### config.mk
export PLATFORM = sky130hd
export DESIGN_NAME = delay_mlab_ctrl
export DESIGN_NICKNAME = d
export VERILOG_FILES = /design/src/rtl/delay_mlab_pkg.sv /design/src/rtl/delay_mlab_ptr.sv /design/src/rtl/delay_mlab_ctrl.sv
export SDC_FILE = /design/constraint.sdc
export NUM_CORES = 1
export LEC_CHECK = 0
export CELL_PAD_IN_SITES_DETAIL_PLACEMENT = 0
export CELL_PAD_IN_SITES_GLOBAL_PLACEMENT = 1
export CORE_MARGIN = 4
export CORE_UTILIZATION = 31
export CTS_BUF_LIST = sky130_fd_sc_hd__clkbuf_8
export DETAILED_ROUTE_END_ITERATION = 10
export MAX_ROUTING_LAYER = met4
export PLACE_DENSITY = 0.88
export SLEW_MARGIN = 10
export SYNTH_ARGS = -nofsm -noshare
export SYNTH_HDL_FRONTEND = slang
export SYNTH_SLANG_ARGS = --single-unit
### constraint.sdc
create_clock -name clk -period 4.6 [get_ports clk]
set_input_delay 0.46 -clock clk [delete_from_list [all_inputs] [get_ports clk]]
set_output_delay 0.46 -clock clk [all_outputs]
set_load 0.05 [all_outputs]
### src/rtl/delay_mlab_pkg.sv
`default_nettype none
// ---------------------------------------------------------------------------
// delay_mlab_pkg : shared types and helpers for the MLAB delay-line controller
// Rev 1.0
// ---------------------------------------------------------------------------
package delay_mlab_pkg;

    localparam int LAT_W = 6;

    typedef enum logic [1:0] {
        ST_SCRUB = 2'd0,
        ST_RUN   = 2'd1,
        ST_DRAIN = 2'd2
    } state_t;

    // Write port is registered once, so the write pointer leads by latency-1.
    localparam int WR_PIPE = 1;

    function automatic int cnt_width(input int depth, input int max_lat);
        int m;
        m = (depth > max_lat) ? depth : max_lat;
        return $clog2(m + 1);
    endfunction

    function automatic logic [LAT_W-1:0] clamp_lat(input logic [LAT_W-1:0] v,
                                                    input int lo, input int hi);
        if (int'(v) < lo)      return LAT_W'(lo);
        else if (int'(v) > hi) return LAT_W'(hi);
        else                   return v;
    endfunction

    function automatic logic lat_out_of_range(input logic [LAT_W-1:0] v,
                                              input int lo, input int hi);
        return (int'(v) < lo) || (int'(v) > hi);
    endfunction

endpackage
`default_nettype wire

### src/rtl/delay_mlab_ptr.sv
`default_nettype none
// ---------------------------------------------------------------------------
// delay_mlab_ptr : free-running read pointer plus offset-derived write pointer
// Rev 1.0
// ---------------------------------------------------------------------------
module delay_mlab_ptr
    import delay_mlab_pkg::*;
#(
    parameter int ADDR_WIDTH   = 5,
    parameter int RESET_OFFSET = 4
)(
    input  logic                  clk,
    input  logic                  rst,
    input  logic                  i_load,
    input  logic [ADDR_WIDTH-1:0] i_offset,
    output logic [ADDR_WIDTH-1:0] o_raddr,
    output logic [ADDR_WIDTH-1:0] o_waddr_nxt
);

    localparam logic [ADDR_WIDTH-1:0] c_RESET_OFF = ADDR_WIDTH'(RESET_OFFSET);
    localparam logic [ADDR_WIDTH-1:0] c_PIPE      = ADDR_WIDTH'(WR_PIPE);

    logic [ADDR_WIDTH-1:0] r_raddr;
    logic [ADDR_WIDTH-1:0] r_offset;

    always_ff @(posedge clk) begin
        if (rst) begin
            r_raddr  <= '0;
            r_offset <= c_RESET_OFF;
        end else begin
            r_raddr <= r_raddr + ADDR_WIDTH'(1);
            if (i_load)
                r_offset <= i_offset;
        end
    end

    assign o_raddr     = r_raddr;
    // Address to be presented next cycle, aligned with next cycle's raddr.
    assign o_waddr_nxt = r_raddr + c_PIPE + r_offset;

endmodule
`default_nettype wire

### src/rtl/delay_mlab_ctrl.sv
`default_nettype none
// ---------------------------------------------------------------------------
// delay_mlab_ctrl : run-time programmable MLAB ring-buffer delay line control
// Rev 1.0
// ---------------------------------------------------------------------------
module delay_mlab_ctrl
    import delay_mlab_pkg::*;
#(
    parameter int WIDTH       = 32,
    parameter int ADDR_WIDTH  = 5,
    parameter int MIN_LAT     = 2,
    parameter int MAX_LAT     = 32,
    parameter int DEFAULT_LAT = 5
)(
    input  logic                  clk,
    input  logic                  sclr,
    input  logic [WIDTH-1:0]      din,
    input  logic                  din_valid,
    output logic                  din_ready,
    input  logic [LAT_W-1:0]      cfg_latency,
    input  logic                  cfg_load,
    output logic                  cfg_ack,
    output logic                  cfg_err,
    output logic [LAT_W-1:0]      cur_latency,
    output logic                  busy,
    output logic                  mem_wena,
    output logic [ADDR_WIDTH-1:0] mem_waddr,
    output logic [WIDTH:0]        mem_wdata,
    output logic [ADDR_WIDTH-1:0] mem_raddr,
    input  logic [WIDTH:0]        mem_rdata,
    output logic [WIDTH-1:0]      dout,
    output logic                  dout_valid
);

    localparam int c_DEPTH = 2**ADDR_WIDTH;
    localparam int c_CNT_W = cnt_width(c_DEPTH, MAX_LAT);
    localparam logic [c_CNT_W-1:0] c_SCRUB_LAST = c_CNT_W'(c_DEPTH - 1);
    localparam logic [LAT_W-1:0]   c_DEFAULT    = LAT_W'(DEFAULT_LAT);

    generate
        if (MAX_LAT > c_DEPTH || DEFAULT_LAT < MIN_LAT || DEFAULT_LAT > MAX_LAT) begin : g_param_chk
            $error("delay_mlab_ctrl: illegal latency parameters");
        end
    endgenerate

    state_t                r_state;
    logic [c_CNT_W-1:0]    r_cnt;
    logic [LAT_W-1:0]      r_cur_lat;
    logic [LAT_W-1:0]      r_pend_lat;
    logic                  r_reconf;
    logic                  r_ack;
    logic                  r_err;
    logic [ADDR_WIDTH-1:0] r_mem_waddr;
    logic [WIDTH:0]        r_mem_wdata;

    logic                  w_accept;
    logic                  w_drain_done;
    logic                  w_scrub_done;
    logic                  w_rd_valid;
    logic [ADDR_WIDTH-1:0] w_raddr;
    logic [ADDR_WIDTH-1:0] w_waddr_nxt;
    logic [ADDR_WIDTH-1:0] w_new_offset;

    assign w_accept     = din_valid && (r_state == ST_RUN);
    assign w_drain_done = (r_state == ST_DRAIN) && (r_cnt == c_CNT_W'(r_cur_lat));
    assign w_scrub_done = (r_state == ST_SCRUB) && (r_cnt == c_SCRUB_LAST);
    assign w_new_offset = ADDR_WIDTH'(r_pend_lat - LAT_W'(WR_PIPE));

    delay_mlab_ptr #(
        .ADDR_WIDTH  (ADDR_WIDTH),
        .RESET_OFFSET(DEFAULT_LAT - WR_PIPE)
    ) u_ptr (
        .clk        (clk),
        .rst        (sclr),
        .i_load     (w_drain_done),
        .i_offset   (w_new_offset),
        .o_raddr    (w_raddr),
        .o_waddr_nxt(w_waddr_nxt)
    );

    always_ff @(posedge clk) begin
        if (sclr) begin
            r_state    <= ST_SCRUB;
            r_cnt      <= '0;
            r_cur_lat  <= c_DEFAULT;
            r_pend_lat <= c_DEFAULT;
            r_reconf   <= 1'b0;
            r_ack      <= 1'b0;
            r_err      <= 1'b0;
        end else begin
            r_ack <= 1'b0;
            r_err <= 1'b0;
            case (r_state)
                ST_SCRUB: begin
                    if (w_scrub_done) begin
                        r_state  <= ST_RUN;
                        r_cnt    <= '0;
                        r_ack    <= r_reconf;
                        r_reconf <= 1'b0;
                    end else begin
                        r_cnt <= r_cnt + c_CNT_W'(1);
                    end
                end
                ST_RUN: begin
                    if (cfg_load) begin
                        r_pend_lat <= clamp_lat(cfg_latency, MIN_LAT, MAX_LAT);
                        r_err      <= lat_out_of_range(cfg_latency, MIN_LAT, MAX_LAT);
                        r_state    <= ST_DRAIN;
                        r_cnt      <= c_CNT_W'(1);
                    end
                end
                ST_DRAIN: begin
                    if (w_drain_done) begin
                        r_cur_lat <= r_pend_lat;
                        r_state   <= ST_SCRUB;
                        r_cnt     <= '0;
                        r_reconf  <= 1'b1;
                    end else begin
                        r_cnt <= r_cnt + c_CNT_W'(1);
                    end
                end
                default: begin
                    r_state <= ST_SCRUB;
                    r_cnt   <= '0;
                end
            endcase
        end
    end

    // Scrub address 0 is staged on the cycle before SCRUB so the whole ring
    // is cleared while SCRUB is active and readable on the first RUN cycle.
    always_ff @(posedge clk) begin
        if (sclr) begin
            r_mem_waddr <= '0;
            r_mem_wdata <= '0;
        end else if ((r_state == ST_SCRUB) && !w_scrub_done) begin
            r_mem_waddr <= r_cnt[ADDR_WIDTH-1:0] + ADDR_WIDTH'(1);
            r_mem_wdata <= '0;
        end else if (w_drain_done) begin
            r_mem_waddr <= '0;
            r_mem_wdata <= '0;
        end else begin
            r_mem_waddr <= w_waddr_nxt;
            r_mem_wdata <= {w_accept, (w_accept ? din : {WIDTH{1'b0}})};
        end
    end

    assign w_rd_valid  = mem_rdata[WIDTH] && (r_state != ST_SCRUB);

    assign din_ready   = (r_state == ST_RUN);
    assign busy        = (r_state != ST_RUN);
    assign cfg_ack     = r_ack;
    assign cfg_err     = r_err;
    assign cur_latency = r_cur_lat;
    assign mem_wena    = 1'b1;
    assign mem_waddr   = r_mem_waddr;
    assign mem_wdata   = r_mem_wdata;
    assign mem_raddr   = w_raddr;
    assign dout_valid  = w_rd_valid;
    assign dout        = w_rd_valid ? mem_rdata[WIDTH-1:0] : {WIDTH{1'b0}};

endmodule
`default_nettype wire
=== After elaboration in Yosys (flattened, before gate mapping) ===
Cells that the tools add are included.

* Output and inout bits: 87
* Bits of input ports: 75
* Register bits after elaboration: 71
* Logic and storage cells: 66

* Eq/ne operators: 8
* Reduce and logical (&&, ||, !) cells: 18
* Add/subtract/negate cells: 5
* Bitwise gates (word level): 5
* $lt $le $gt $ge: 2
* Multiplexer cells: 16

{| class="wikitable"
|+ Operators with widths
! kind !! number
|-
| 32-bit two-way mux || 1
|-
| 6-bit two-way mux || 5
|-
| 6-bit case mux with 3 select lines || 1
|-
| 5-bit by 1-bit adder with 5-bit output, second input constant || 2
|-
| 5-bit two-way mux || 2
|-
| 3-bit OR reduction || 3
|-
| 6-bit by 1-bit adder with 6-bit output, second input constant || 1
|-
| 6-bit by 5-bit equality test with 1-bit output, second input constant || 1
|-
| 6-bit equality test || 1
|-
| 6-bit > comparator, second input constant || 1
|-
| 6-bit by 2-bit < comparator with 1-bit output, second input constant || 1
|-
| 2-bit two-way mux || 3
|-
| 2-bit by 1-bit != test with 1-bit output, second input constant || 3
|-
| 2-bit case mux with 3 select lines || 1
|-
| 3-bit AND reduction || 2
|-
| 5-bit adder || 1
|-
| 1-bit logical AND || 5
|-
| 1-bit inverter || 5
|-
| 5-bit by 1-bit subtractor with 5-bit output, second input constant || 1
|-
| 2-bit AND reduction || 2
|-
| 2-bit nonzero test || 2
|-
| 4-bit OR reduction || 1
|-
| 2-bit by 1-bit equality test with 1-bit output, second input constant || 1
|-
| 2-bit equality test, second input constant || 1
|-
| other kinds (6) || 7
|}

=== Depth between registers and ports, before layout ===
Gate-level depths: netlist (run 1).

* Depth after elaboration: 5
* Gate-level depth with buffers: 9

=== Modules after synthesis ===
From an unflattened synthesis (run 1), not the netlist that was laid out.

* Cells, all modules: 321
* Area total of the unflattened synthesis: 3002.9 um^2

{| class="wikitable"
|+ By module, submodules not included
! module !! seq. area each (um^2) !! area each (um^2) !! cells each !! times used
|-
| delay_mlab_ctrl || 1221.2 || 2472.4 || 266 || 1
|-
| delay_mlab_ptr || 200.2 || 530.5 || 55 || 1
|}

=== Worst setup path before layout (run 1) ===
Ideal clock, no wire load.

* Path kind: register to output
* Start point: reg r_state[1]
* End point: out dout[22]
* Cell stages (with the launch flop): 6
* Arrival: 2.101 ns
* Path slack: 2.039 ns
* Required time: 4.140 ns
* Cells stage by stage: dfxtp_1 -> clkbuf_1 -> nor2_1 -> nor2b_1 -> clkbuf_1 -> and2_1

* Word-level cells in the longest chain between the ends: 3

{| class="wikitable"
|+ Ends and longest elaborated chain
! element !! line !! RTL
|-
| from (decl) || delay_mlab_ctrl.sv:46 || <nowiki>state_t r_state;</nowiki>
|-
| from (signal assigned) || delay_mlab_ctrl.sv:83 || <nowiki>r_state <= ST_SCRUB;</nowiki>
|-
| from (signal assigned) || delay_mlab_ctrl.sv:96 || <nowiki>r_state <= ST_RUN;</nowiki>
|-
| from (signal assigned) || delay_mlab_ctrl.sv:108 || <nowiki>r_state <= ST_DRAIN;</nowiki>
|-
| 2-bit nonzero test || delay_mlab_ctrl.sv:148 || <nowiki>assign w_rd_valid = mem_rdata[WIDTH] && (r_state != ST_SCRUB);</nowiki>
|-
| 1-bit logical AND || delay_mlab_ctrl.sv:148 ||
|-
| named net dout_valid || delay_mlab_ctrl.sv:32 || <nowiki>output logic dout_valid</nowiki>
|-
| 32-bit two-way mux || delay_mlab_ctrl.sv:160 || <nowiki>assign dout = w_rd_valid ? mem_rdata[WIDTH-1:0] : {WIDTH{1'b0}};</nowiki>
|-
| to (decl) || delay_mlab_ctrl.sv:31 || <nowiki>output logic [WIDTH-1:0] dout,</nowiki>
|}

The timed path passes the listed nets, and every way through them passes these cells.

=== Worst setup path after layout (run 1) ===
* Start point: reg r_state[1]
* End point: out dout[13]

* Word-level cells in the longest chain between the ends: 3

{| class="wikitable"
|+ Ends and longest elaborated chain
! element !! line
|-
| 2-bit nonzero test || delay_mlab_ctrl.sv:148
|-
| 1-bit logical AND || delay_mlab_ctrl.sv:148
|-
| 32-bit two-way mux || delay_mlab_ctrl.sv:160
|}

No other way between the ends.

==> results of run 1 <==
==> registers in the layout, summed over array words and instances (netlist names) <==
signal,count
r_cnt,6
u_ptr.r_offset,5
u_ptr.o_raddr,5
cur_latency,6
mem_wdata,33
r_state,2
r_pend_lat,6
r_reconf,1
mem_waddr,5
cfg_err,1
cfg_ack,1
==> cell usage after synthesis, drive strengths merged, types with 2 or more instances <==
cell type   n  share of area, %
nand4b      2               1.1
buf         4              0.88
inv        13               1.6
nand3b      3              0.76
ha          7               2.9
o21ai       4              0.67
xnor2       8               2.4
nand3      11               1.9
and3        2              0.42
a21o        2              0.50
dfxtp      71                48
a31oi       4              0.84
nor2       27               3.4
nand2      16               2.0
a2111oi     2              0.59
nor2b       3              0.63
nand2b      2              0.42
mux2i       7               2.4
nor4        2              0.93
xor2       11               3.2
nor3b       2              0.50
nor3        7               1.2
clkbuf     11               1.4
a21oi      12               2.0
a211oi      3               1.1
and2       67                14
==> cell families (layout without fill, tap and decap cells) <==
family / count (synthesis) / in the layout / synth area share (%)
xor+xnor: 19 / 19 / 5.59
flops: 71 / 71 / 47.8
fa+ha+maj: 8 / 8 / 3.62
mux: 8 / 8 / 2.73
other cells: 1 / 1 / 0.126
compound gates: 35 / 35 / 8.07
simple gates: 148 / 148 / 28.2
buf+inv: 28 / 191 / 3.91
==> worst paths after layout <==
kind                        end  slack (ps)  cells after the start
setup / recovery       dout[13]        1630                      5
hold / removal    r_pend_lat[5]         460                      2
setup reg to reg  mem_wdata[31]        2680                      4
hold reg to reg   r_pend_lat[5]         460                      2
==> report_power, final <==
part | total, mW | internal [mW] | switching (mW)
Clock | 0.562 | 0.323 | 0.240
Sequential | 0.639 | 0.626 | 0.0129
Combinational | 0.157 | 0.0877 | 0.0689
Total | 1.36 | 1.04 | 0.322
==> placed cells by master (no fill, tap or decap), drive strengths merged, types with 2 or more instances in the layout <==
master / count
a211oi: 3
clkbuf: 10
nand3: 11
clkdlybuf4s50: 160
nor2b: 3
xnor2: 8
xor2: 11
nor2: 27
nor3: 7
a31oi: 4
a2111oi: 2
bufinv: 2
and3: 2
nand2: 16
ha: 7
clkinvlp: 2
dfxtp: 71
nor4: 2
nand4b: 2
nor3b: 2
a21o: 2
nand3b: 3
buf: 2
nand2b: 2
mux2i: 7
o21ai: 4
inv: 14
a21oi: 12
and2: 67
==> per-stage QoR <==
| stage | hold WS, ps | util (%) | std cells | setup WS (ps) |
|---|---|---|---|---|
| after floorplan | 436 | - | 318 | 2040 |
| after global placement | 444 | 50.5 | 594 | 1890 |
| after detailed placement | 447 | 50.5 | 594 | 1860 |
| after CTS | 458 | 53.0 | 610 | 1610 |
| after global routing | 487 | 53.0 | 610 | 1460 |
| final | 457 | 53.0 | 610 | 1630 |
==> layer usage <==
metal | GRT usage [%] | vias up | part of all wire, %
li1 | - | 1368 | -
met1 | 17.9 | 1211 | 44
met2 | 23.0 | 141 | 43
met3 | 6.56 | 11 | 11
met4 | 4.63 | 0 | 1.3
met5 | - | - | 0
==> worst min-delay path, cell delays in order (launching register included) <==
cell and delay, ps:
dfxtp_1 310, nand2_1 50, a21oi_1 50
==> cell type report <==
cell class | instances | share of cell area, %
clock buffers | 10 | 2.80
clock inverters | 6 | 1.88
inverters | 13 | 0.993
multi-input cells | 219 | 29.2
flip-flops and latches | 71 | 28.9
well taps | 129 | 3.28
repair buffers | 162 | 32.9
==> flow_summary.ini, run 1 <==
[clock_network]
numClockSinks = 71
clk_pin_slew_worst_paths_ps = 70
ctsHtreeMaxLevel = 3
cts_hold_buf = 0
cts_tree = done
cts-buffers-inserted = 9
post_cts_resize_count = 0
clk_path_buf_depth = 2
clk_latency_ps = 340
cts_setup_buffers = 0
cts_root_buf = clkbuf_8

[timing]
min_period_over_period_pct = 64.6
fin_skew_ps = 11.4
report.final.slew_viol_count = 0
finalSetupViolCount = 0
tightest_slew_ps = 748
fin_setup_tns_ps = 0
finalCriticalPeriod_ps = 2970
maxSlewHeadroom_pct = 50.1
max_clock_freq_mhz = 337
rsz0062_at_grt = no
hold_viol = 0

[synthesis]
synth-seq-area-share_pct = 47.8
syn_nets = 401
synth_ff_type = dfxtp_1
synth-seq-cells = 71
ys_types = 47
synth.avg_cell_area_um2 = 9.36
synth_cells = 318
ys_warn_count = 0
synth_area_um2 = 2980
synth_edf_count = 0
synthArstFlopShare_pct = 0

[die]
coreArea_um2 = 9280
std_cell_rows = 35
num_io_pins = 162
die_h_um = 106
die-area_um2 = 11200
die_w_um = 106
start_util_pct = 32.0

[cells_and_area]
n_fill_cell = 893
nets = 559
regArea_um2 = 1420
insertedDiodeCount = 0
stdcell_area_um2 = 4920
multiInputGateArea_um2 = 1440
drive_gt1_share_pct = 5.20
areaGrowthSynthToFinish_pct = 65.2

[power_and_ir_drop]
power_leakage_nw = 2.03
vdd_drop_max_mv = 0.179
power_mw = 1.36
power.density_nw_per_um2 = 276

[setup_path]
crit_type = flip-flop to output pin
crit_family = buffers and inverters
path_buf_inv = 2
crit_fanout = 33
startpoint_type = flip-flop
cpMaxStageDelayCell = clkdlybuf4s50_1
crit_chain = nor2_1 > nor2b_1 > buf_4 > and2_1 > clkdlybuf4s50_1
arrival_ps = 2510
reg2reg_from = r_state[0]
worstSetupStartpoint = r_state[1]
worstPathRequired_ps = 4140
worstSetupEndpointType = output pin
critPathMaxStageDelay_ps = 810

[routing]
firstDrtPassIters = 4
viasPerCell = 4.48
vias = 2731
drt_iter0_drc = 127
avgRoutedWirePerCell_um = 13.4
drc_errors = 0
wirelength_um = 8190
ant_nets = 0

[min_path]
hold_start = r_pend_lat[5]
min_path_type = flip-flop to flip-flop

[global_routing]
overflow = 0
antenna_found_initial = 0
grt_pass1_vias = 2750
grt_usage_pct = 15.0
grt_max_degree = 34
grt_pass1_wl_um = 13100

[job]
drv_cap = 0

[place]
dpl_cell_area_um2 = 4690
place.gp.congestion = 0.864
hpwlAfterDp_um = 6560
port-buffer-count = 160

[status]
status = completed
Note: power is estimated with default switching activity, not from simulation.
==> inputs of run 2 (changes only) <==
- CORE_UTILIZATION: 31 -> 26
- PLACE_DENSITY: 0.88 -> 0.79
- clock period: 4.6 -> 2.7 ns (I/O delays scaled with it)
==> run 2 against run 1 <==
Against the previous run:
- clock skew rose by 0.86 ps
- routed wire length rose by 3.5%
- sequential power rose by 71%
- worst hold slack improved by 6.8 ps
- flip-flop and latch count did not move
- clock power rose by 39%
- critical endpoint is now din_ready
- core utilization fell by 5.7 points
- largest power group unchanged
- register-to-register slack got worse by 1900 ps
- sequential share of layout area fell by 1.7 points
- setup slack got worse by 1300 ps
==> flow_summary.ini, run 2 (synthesis gave the netlist of run 1 again) <==
[status]
status = completed

[timing]
hold_viol = 0
report.final.slew_viol_count = 0
fin_skew_ps = 12.3
finalCriticalPeriod_ps = 2370
max_clock_freq_mhz = 423
min_period_over_period_pct = 87.6
rsz0062_at_grt = no
tightest_slew_ps = 758
maxSlewHeadroom_pct = 49.5
finalSetupViolCount = 0
hold_ws_ps = 464
fin_setup_tns_ps = 0

[setup_path]
crit_path_end = din_ready
arrival_ps = 2100
reg2reg_to = mem_waddr[4]
startpoint_type = flip-flop
worstPathRequired_ps = 2430
worstSetupEndpointType = output pin
path_depth = 3
worstSetupStartpoint = r_state[0]
crit_family = buffers and inverters
critPathMaxStageDelay_ps = 870
path_buf_inv = 2
crit_type = flip-flop to output pin
reg2regPathDepth = 8
r2r_slack_ps = 790
reg2reg_from = u_ptr.o_raddr[0]
cpMaxStageDelayCell = clkdlybuf4s50_1
crit_chain = nand2b_1 > inv_1 > clkdlybuf4s50_1
crit_fanout = 11

[cells_and_area]
n_fill_cell = 1059
drive_gt1_share_pct = 11.7
multiInputGateArea_um2 = 1440
insertedDiodeCount = 0
regArea_um2 = 1420
mostFrequentLayoutCells = clkdlybuf4s50_1 (127), dfxtp_1 (71), and2_1 (67)
mostFrequentLayoutCell = clkdlybuf4s50_1
areaGrowthSynthToFinish_pct = 75.2
nets = 560
final_util_pct = 47.3
largest_register_ffs = 33

[clock_network]
clk_latency_ps = 340
numClockSinks = 71
post_cts_resize_count = 0
cts_tree = done
clk_path_buf_depth = 2
clk_pin_slew_worst_paths_ps = 70
cts_setup_buffers = 0
cts_hold_buf = 0
cts-buffers-inserted = 9
ctsHtreeMaxLevel = 3
cts_root_buf = clkbuf_8

[routing]
viasPerCell = 4.39
drc_errors = 0
ant_nets = 0
avgRoutedWirePerCell_um = 13.7
drt_iter0_drc = 95
firstDrtPassIters = 4
wirelength_um = 8470
vias = 2720

[job]
drv_cap = 0

[min_path]
hold_start = r_pend_lat[5]
min_path_type = flip-flop to flip-flop

[global_routing]
grt_max_degree = 34
grt_pass1_vias = 2722
grt_pass1_wl_um = 13500
grt_usage_pct = 13.5
overflow = 0
antenna_found_initial = 0

[die]
start_util_pct = 27.0
std_cell_rows = 38
coreArea_um2 = 11000
die_w_um = 115
die_h_um = 115
die-area_um2 = 13200
num_io_pins = 162

[power_and_ir_drop]
vdd_drop_max_mv = 0.283
power_leakage_nw = 2.18
power_mw = 2.14
power.density_nw_per_um2 = 410

[place]
port-buffer-count = 160
place.gp.congestion = 0.815
hpwlAfterDp_um = 6930
[run 2: tightest hold or removal path, delay by kind of cell, from the launching register on]
family	cells	cell delay, ps
AO/OA/AOI/OAI	1	50
flip-flops	1	310
AND/OR/NAND/NOR	1	50
[run 2: metrics by stage]
step / cell area [µm²] / worst slack (ps) / instances
finish: 5210 / 335 / 620
global route: 5210 / 165 / 620
CTS: 5210 / 282 / 620
detailed placement: 5040 / 672 / 606
global placement: 5040 / 698 / 606
floorplan: 2980 / 329 / 318
[run 2: layout make-up]
type | count | share of cell area (%)
clock buffer | 9 | 2.38
clock inverter | 5 | 1.01
inverter | 13 | 0.936
multi-input combinational | 219 | 27.6
sequential | 71 | 27.3
tap | 140 | 3.36
timing repair buffer | 163 | 37.5
[run 2: metal layers]
| layer | GRT usage (%) | up-vias | routed length (µm) |
|---|---|---|---|
| met3 | 5.42 | 10 | 1030 |
| li1 | - | 1362 | - |
| met2 | 19.9 | 150 | 3690 |
| met5 | - | - | 0 |
| met4 | 5.40 | 0 | 114 |
| met1 | 16.4 | 1198 | 3630 |
[run 2: worst min-delay path by stage]
| stage | end | slack, ps | depth (start not counted) |
|---|---|---|---|
| 3_5_place_dp | r_pend_lat[5] | 450 | 2 |
| 4_1_cts | r_pend_lat[5] | 460 | 2 |
| 2_1_floorplan | mem_wdata[0] | 390 | 1 |
| 6_report | r_pend_lat[5] | 460 | 2 |
| 3_3_place_gp | r_pend_lat[5] | 450 | 2 |
| 5_1_grt | mem_wdata[1] | 460 | 2 |
[run 2: power breakdown]
part	switching (mW)	leakage [nW]	internal, mW	total, mW
registers	0.0216	0.574	1.07	1.09
clock network	0.370	0.0961	0.411	0.782
logic	0.119	1.51	0.150	0.269
total	0.511	2.18	1.63	2.14
==> inputs of run 3 (changes only) <==
- SLEW_MARGIN: 10 -> 20
==> results of run 3 <==
Same layout as run 2: the final DEF is identical, and so are final timing and power.
